===== config.mk =====
export PLATFORM = sky130hd
export DESIGN_NAME = unitate_de_fetch
export DESIGN_NICKNAME = d
export VERILOG_FILES = /design/src/rtl/risc8_pkg.sv /design/src/rtl/unitate_de_fetch_contor_program.sv /design/src/rtl/unitate_de_fetch.sv
export SDC_FILE = /design/constraint.sdc
export NUM_CORES = 1
export LEC_CHECK = 0
export ABC_AREA = 1
export BUFFER_PORTS_ARGS = -buffer_cell sky130_fd_sc_hd__buf_2
export CAP_MARGIN = 40
export CORE_MARGIN = 2
export CORE_UTILIZATION = 40
export CTS_CLUSTER_DIAMETER = 200
export DETAILED_ROUTE_END_ITERATION = 10
export GPL_TIMING_DRIVEN = 0
export PLACE_DENSITY_LB_ADDON = 0.3
export REMOVE_ABC_BUFFERS = 1
export SYNTH_ARGS = -nofsm -noshare
export SYNTH_HDL_FRONTEND = slang
export SYNTH_SLANG_ARGS = --single-unit
export TNS_END_PERCENT = 10

===== constraint.sdc =====
create_clock -name clk -period 1.85 [get_ports clk]
set_clock_uncertainty 0.2 [all_clocks]
set_input_delay 0.37 -clock clk [delete_from_list [all_inputs] [get_ports clk]]
set_output_delay 0.37 -clock clk [all_outputs]
set_load 0.01 [all_outputs]

===== src/rtl/risc8_pkg.sv =====
// risc8_pkg: shared definitions for the RISC-8 front end.
// Holds the default address/instruction widths, the instruction field
// positions, the HALT encoding and the fetch state enum. Both
// unitate_de_fetch and unitate_de_control import this package.
package risc8_pkg;

    localparam int PC_W_DEF    = 8;
    localparam int INSTR_W_DEF = 16;

    // Instruction format: [15:12] opcode, [11:10] rd, [9:8] rs, [7:0] imm
    localparam int OPC_MSB = 15;
    localparam int OPC_LSB = 12;
    localparam int RD_MSB  = 11;
    localparam int RD_LSB  = 10;
    localparam int RS_MSB  = 9;
    localparam int RS_LSB  = 8;
    localparam int IMM_MSB = 7;
    localparam int IMM_LSB = 0;

    localparam logic [3:0] OP_HALT  = 4'b1111;
    localparam logic [7:0] IMM_HALT = 8'hFF;

    typedef enum logic [1:0] {
        ST_IDLE  = 2'd0,
        ST_FETCH = 2'd1,
        ST_OUT   = 2'd2,
        ST_HALT  = 2'd3
    } fetch_state_t;

    // HALT is recognised by opcode and imm only; rd/rs are don't-care.
    function automatic logic is_halt(input logic [15:0] ins);
        return (ins[OPC_MSB:OPC_LSB] == OP_HALT) && (ins[IMM_MSB:IMM_LSB] == IMM_HALT);
    endfunction

endpackage


===== src/rtl/unitate_de_fetch_contor_program.sv =====
// contor_program: program counter register.
// Ports:
//   clk, rst_n  - clock, asynchronous active-low reset (PC <- RESET_PC)
//   inc_en      - advance PC by one (wraps modulo 2^PC_W)
//   load_en     - load load_pc unmodified; wins over inc_en
//   load_pc     - load target
//   pc          - current PC
module contor_program #(
    parameter int              PC_W     = 8,
    parameter logic [PC_W-1:0] RESET_PC = '0
) (
    input  logic            clk,
    input  logic            rst_n,
    input  logic            inc_en,
    input  logic            load_en,
    input  logic [PC_W-1:0] load_pc,
    output logic [PC_W-1:0] pc
);

    logic [PC_W-1:0] pc_q;

    always_ff @(posedge clk or negedge rst_n) begin
        if (!rst_n)       pc_q <= RESET_PC;
        else if (load_en) pc_q <= load_pc;
        else if (inc_en)  pc_q <= pc_q + 1'b1;  // natural wrap, no carry out
    end

    assign pc = pc_q;

endmodule


===== src/rtl/unitate_de_fetch.sv =====
// unitate_de_fetch: instruction fetch stage of the RISC-8 core.
// Issues one instruction-memory read at a time, latches the response into
// the instruction register and presents it to unitate_de_control until it
// is consumed. Handles execute-side redirects and stops on HALT.
// Ports:
//   clk, rst_n                - clock, asynchronous active-low reset
//   imem_req/imem_addr        - read request and address (addr = PC)
//   imem_rdata/imem_valid     - read response, one valid pulse per request
//   stall                     - downstream not ready to consume
//   redirect/redirect_pc      - taken branch / jump target
//   instr_valid/instr/opcode/instr_pc - presented instruction
//   halted                    - HALT fetched and consumed
module unitate_de_fetch
    import risc8_pkg::*;
#(
    parameter int              PC_W     = PC_W_DEF,
    parameter int              INSTR_W  = INSTR_W_DEF,
    parameter logic [PC_W-1:0] RESET_PC = '0
) (
    input  logic               clk,
    input  logic               rst_n,
    output logic               imem_req,
    output logic [PC_W-1:0]    imem_addr,
    input  logic [INSTR_W-1:0] imem_rdata,
    input  logic               imem_valid,
    input  logic               stall,
    input  logic               redirect,
    input  logic [PC_W-1:0]    redirect_pc,
    output logic               instr_valid,
    output logic [INSTR_W-1:0] instr,
    output logic [3:0]         opcode,
    output logic [PC_W-1:0]    instr_pc,
    output logic               halted
);

    fetch_state_t       state_q, state_d;
    logic [INSTR_W-1:0] instr_q;
    logic [PC_W-1:0]    instr_pc_q;
    logic               discard_q, discard_d;
    logic [PC_W-1:0]    pend_q, pend_d;

    logic               pc_inc, pc_load, capture;
    logic [PC_W-1:0]    pc_load_val, pc;

    contor_program #(
        .PC_W     (PC_W),
        .RESET_PC (RESET_PC)
    ) u_pc (
        .clk     (clk),
        .rst_n   (rst_n),
        .inc_en  (pc_inc),
        .load_en (pc_load),
        .load_pc (pc_load_val),
        .pc      (pc)
    );

    always_ff @(posedge clk or negedge rst_n) begin
        if (!rst_n) begin
            state_q    <= ST_IDLE;
            instr_q    <= '0;
            instr_pc_q <= '0;
            discard_q  <= 1'b0;
            pend_q     <= '0;
        end else begin
            state_q   <= state_d;
            discard_q <= discard_d;
            pend_q    <= pend_d;
            if (capture) begin
                instr_q    <= imem_rdata;
                instr_pc_q <= pc;
            end
        end
    end

    always_comb begin
        state_d     = state_q;
        discard_d   = discard_q;
        pend_d      = pend_q;
        pc_inc      = 1'b0;
        pc_load     = 1'b0;
        pc_load_val = redirect_pc;
        capture     = 1'b0;
        case (state_q)
            ST_IDLE: state_d = ST_FETCH;
            ST_FETCH: begin
                if (imem_valid) begin
                    if (redirect) begin
                        // A redirect coinciding with the response beats it.
                        pc_load   = 1'b1;
                        discard_d = 1'b0;
                    end else if (discard_q) begin
                        // Response belongs to a squashed path; refetch at target.
                        pc_load     = 1'b1;
                        pc_load_val = pend_q;
                        discard_d   = 1'b0;
                    end else begin
                        capture = 1'b1;
                        pc_inc  = 1'b1;
                        state_d = ST_OUT;
                    end
                end else if (redirect) begin
                    // Address must stay stable until the response, so only
                    // remember the target; last redirect wins.
                    discard_d = 1'b1;
                    pend_d    = redirect_pc;
                end
            end
            ST_OUT: begin
                if (redirect) begin
                    pc_load = 1'b1;
                    state_d = ST_FETCH;
                end else if (!stall) begin
                    state_d = is_halt(instr_q) ? ST_HALT : ST_FETCH;
                end
            end
            ST_HALT: state_d = ST_HALT;
            default: state_d = ST_IDLE;
        endcase
    end

    assign imem_req    = (state_q == ST_FETCH);
    assign imem_addr   = pc;
    assign instr_valid = (state_q == ST_OUT);
    assign halted      = (state_q == ST_HALT);
    assign instr       = instr_q;
    assign opcode      = instr_q[OPC_MSB:OPC_LSB];
    assign instr_pc    = instr_pc_q;

endmodule

Word-level counts from Yosys, hierarchy flattened
Cells that the tools add are included.
Word-level totals
  logic and storage cells: 48
  latch bits: 0
  ROM bits: 0
  memories kept: 0
  register bits: 43
  RAM bits: 0
  input port bits: 29
Cells by class
  equality and inequality tests: 9
  div/mod/pow operators: 0
  reductions and logical operators: 7
  shift-type cells: 0
  magnitude comparators: 0
  add/subtract/negate cells: 1
  multiplexer cells: 24
  $mul: 0
  bitwise gates (word level): 1
Operators by type and width (number)
  $mux 8: 6
  $mux 2: 6
  $mux 1: 10
  $add 8x1->8 const B: 1
  $eq 8x8->1 const B: 1
  $pmux 2 s4: 1
  $eq 2x2->1 const B: 2
  $eq 4x4->1 const B: 1
  $ne 2x2->1 const B: 2
  $reduce_and 4->1: 1
  $reduce_bool 2->1: 2
  $ne 3x3->1 const B: 1
  $reduce_and 3->1: 1
  $eq 2x1->1 const B: 1
  $logic_not 2->1: 1
  $ne 2x1->1 const B: 1
  $pmux 1 s2: 1
  $reduce_and 2->1: 1
  $logic_and 1x1->1: 1
  $not 1->1: 1

Longest topological paths before layout
  depth after elaboration: 6
  depth in mapped cells: 11

By module
A second synthesis with hierarchy kept.
Unflattened totals
  cell total of the unflattened synthesis: 269
  area, all modules: 2158.3 sq um
Modules (own cells, without submodules)
  unitate_de_fetch: area each 1659.1 sq um, times used 1, cells an instance 207, sequential area each 875.8 sq um
  contor_program: area each 499.2 sq um, times used 1, cells an instance 62, sequential area each 200.2 sq um

Least setup slack after synthesis
OpenSTA, ideal clock, no wires.
  path type: register to register
  start: reg state_q[1]
  end: reg u_pc.pc_q[5] (netlist: u_pc.pc[5])
  library setup time: 0.117 ns
  stages on the path, launching flop included: 11
  buffers on the path: 1
  arrival: 1.400 ns
  slack: 0.133 ns
  required time: 1.533 ns
  clock period less this slack: 1.717 ns
  path through: dfrtp_1 > inv_1 > ha_1 > nand2_1 > nand2_1 > nand3_2 > buf_6 > nand3_1 > nand2_1 > nand2_1 > nand2_1
On the way
  cells in the longest elaborated chain, start to end: 3
  elaborated cells between the ends (all ways): 7
  those cells by class: 2 x eq/ne; 4 x mux; 1 x reduce/logical
Ends and longest elaborated chain
  from (decl): RTL line unitate_de_fetch.sv:36  | fetch_state_t state_q, state_d;
  from (signal assigned): RTL line unitate_de_fetch.sv:65  | state_q <= state_d;
  $eq 2x1->1 *
  via imem_req: RTL line unitate_de_fetch.sv:22  | output logic imem_req,
  $pmux 1 s2 (tied with other cells): RTL line unitate_de_fetch.sv:83  | case (state_q)
  $mux 8 / $reduce_bool 2->1 (equally long branches)
  to (signal assigned): RTL line unitate_de_fetch_contor_program.sv:24  | else if (load_en) pc_q <= load_pc;
  to (signal assigned): RTL line unitate_de_fetch_contor_program.sv:25  | else if (inc_en) pc_q <= pc_q + 1'b1;
  to (decl): RTL line unitate_de_fetch_contor_program.sv:20  | logic [PC_W-1:0] pc_q;
The timed path passes the listed nets; every way through them passes the cells marked *.
A chain may end at the register's enable or synchronous reset.

Final worst setup path
  start: reg state_q[0]
  end: out instr_valid
On the way
  cells in the longest elaborated chain, start to end: 1
Ends and longest elaborated chain
  $eq 2x2->1: RTL line unitate_de_fetch.sv:123  | assign instr_valid = (state_q == ST_OUT);
  to (decl): RTL line unitate_de_fetch.sv:29  | output logic instr_valid,
No other way between the ends.

==> summary.md <==
| Metric | Value |
|---|---|
| Mapped Cells | `~280` |
| Dpl hpwl | `between 3000 and 4000 um` |
| Remaining antenna violation count | `0` |
| Outcome | `finished clean` |
| Crit path buffers/inverters | `2` |
| Worst hold-check path type | `in2reg` |
| Area contributors post-synth | `dfrtp_1, nand2_1, inv_1` |
| Tot Pwr | `4.418 mW` |
| WP data required | `1.28 ns` |
| Tmin final | `1.733 ns` |
| Cell area after synthesis | `2202 um2` |
| Largest net degree at the start of global routing | `32` |
| Maxcap violations | `0` |
| Final non-filler cell total | `around 420` |
| Setup WS pre-CTS | `-0.8020 ns` |
| Top Ports | `68` |
| First-pass GRT wire length | `7976 um` |
| Wire per inst | `11.63 um` |
| Clock-pin slew on the worst setup and hold paths | `0.08 ns` |
| Final hold viol count | `0` |
| DR pass1 iterations | `4` |
| VDD IR max | `approximately 0.64 mV` |
| Syn Area/Cell | `7.950 um2` |
| Seq/Total Area, Yosys | `48.86%` |
| Biggest area consumer among synthesized cells | `dfrtp_1` |
| Count leader, synth | `nand2_1` |
| Total CTS buffers | `5` |
| Maximum fanout along the worst path | `5` |
| Startpoint Class | `flip-flop` |
| GPL Wtd Cong | `0.8090` |
| Crit end category | `output port` |
| CP Cell Sequence | `inv_1, ha_1, buf_2` |
| Area Growth Syn to Fin | `25.40%` |
| Fillers | `roughly 550` |
| Distinct cells, synth | `27` |
| Site Rows | `27` |
| Initial DRC count | `135` |
| CP max stage delay | `0.45 ns` |
| Final WS setup | `roughly 0.12 ns` |
| RSZ-0062 raised after global routing | `no` |
| Worst path slowest cell | `dfrtp_2` |
| Drt via density | `4.583` |
| DR vias | `roughly 1.9k` |
| Placed Cells | `404` |
| Antenna cells | `0` |
| Fmax | `0.5770 GHz` |
| Die width | `slightly below 80 um` |
| Nets | `about 380` |
| P_leak | `about 1.6 nW` |
| Crit path DAT | `1.16 ns` |
| Met3 GRT Util | `2.414%` |
| Global routing usage on met2 | `between 20% and 30%` |
| Worst Tran Pin Value | `0.4353 ns` |
| Ys async rst share | `100.0%` |
| IO Port Bufs | `67` |
| TritonCTS clock tree | `done` |
| Hold WS | `slightly above 0.07 ns` |
| Gr ovfl total | `0` |
| Core Area | `5405 um2` |
| Synth Register Bits | `43` |
| Routed wire length | `between 4000 and 5000 um` |
| Normalized max-slew margin | `70.98%` |
| CTS H-Tree Depth | `2` |
| PD cells | `1600 nW/um2` |
| Vias in the first global route | `1782` |
| CP top delay family | `flip-flops` |
| GRT met1 Usage | `between 20 and 25%` |
| Top FF cell, synth | `dfrtp_1` |
| Share of the synthesized area in the top cell type | `48.86%` |
| Full die area | `6114 um2` |
| Die H | `78.20 um` |
| Slew Viols, Final | `0` |
| Root Driver | `clkbuf_8` |
| Final Cycle Share | `93.68%` |
| R2R Setup Slk | `0.14 ns` |
| DRC | `0` |
| Number of antenna violations at the first check in global routing | `0` |
| Initial Utilization | `40.74%` |
| Most Crowded Layer GR | `met2` |
| Number of synthesized flops with an enable pin | `0` |
| Share of cells above drive strength 1 | `30.72%` |
| Layout Utilization | `51.09%` |
| Clock sink count | `43` |
| Syn. warnings | `0` |
| Total track usage | `~16%` |
| Critical path class | `reg2out` |
| Clock Path Buffers | `2` |
| Final Setup Violations | `0` |
| Most frequent cells after synthesis | `nand2_1, dfrtp_1, inv_1, nor2_1, o21ai_1` |
| Clock Latency Late Sink | `~0.29 ns` |
==> repair_timing <==
item,CTS,global route
pin swaps,1,2
endpoints found under the setup margin,32,9
cloned,1,1
hold buffers,1,0
resized for setup,6,10
buffers inserted,1,1
endpoints found under the hold margin,17,0
==> cells by family after synthesis <==
logic type                 after synthesis  share of synthesized area, %
adders and majority gates                5                         2.841
DFF                                     43                         48.86
and+or+nand+nor                        164                         32.50
buffers and inverters                   40                         9.375
AOI/OAI and AO/OA                       25                         6.421
==> layout by cell type (no fill, tap or decap), types with 4 or more instances in the layout <==
cell type	n
nand2_1	113
buf_2	67
dfrtp_1	42
inv_1	20
nor2_1	16
o21ai_1	14
nand3_1	13
inv_2	6
clkbuf_8	6
nand2_4	5
o21ai_0	4
nand4_1	4
ha_1	4
==> final cells by class <==
cell class              instances  area (um2)  share of cell area [%]
inverters                      27       103.9                   3.761
flip-flops and latches         43        1077                   39.01
multi-input cells             196       988.4                   35.80
repair buffers                 71       384.1                   13.91
clock inverters                 2       35.03                   1.269
well taps                      72       90.09                   3.262
clock buffers                   6       82.58                   2.990
==> path summary, 6_finish.rpt <==
| path | end | from | depth (start not counted) |
|---|---|---|---|
| worst max-delay path | instr_valid | state_q[0] | 3 |
| worst min-delay path | instr[1] | imem_rdata[1] | 3 |
| worst max register to register | u_pc.pc[3] | state_q[1] | 8 |
| worst min register to register | instr_pc[2] | instr_pc[2] | 2 |
| max in group asynchronous | state_q[0] | rst_n | 3 |
| min in group asynchronous | state_q[1] | rst_n | 2 |
==> report_power, final <==
group	switching [mW]	total [mW]	internal, mW
Sequential	0.335	1.71	1.38
Clock	0.319	0.756	0.437
Combinational	1.18	1.95	0.767
Total	1.84	4.42	2.58
==> sequential cells by signal, indices dropped and copies added (netlist names) <==
name       flops
pend_q         8
u_pc.pc        8
instr         16
instr_pc       8
discard_q      1
state_q        2
==> through the flow <==
step,instance area (um2),setup TNS [ns]
2_1_floorplan,2097,-4.798
3_3_place_gp,2522,-15.96
3_5_place_dp,2542,-17.32
4_1_cts,2706,-0.02893
5_1_grt,2761,0
6_report,2761,0
==> layer usage <==
layer  share of wire, %  vias up
met5                  0        -
met4                2.2        0
met3                4.2        8
met2                 48       50
met1                 46      861
li1                   -      992
==> worst reg2reg max path, stage by stage (launching register included) <==
cell and delay (ns):
dfrtp_1 0.43, inv_2 0.11, ha_4 0.17, nand2_4 0.10, nor2_4 0.13, buf_6 0.18
a21oi_1 0.08, o21ai_1 0.14, nand2_1 0.06
No activity file was read; power rests on OpenSTA's default activity.
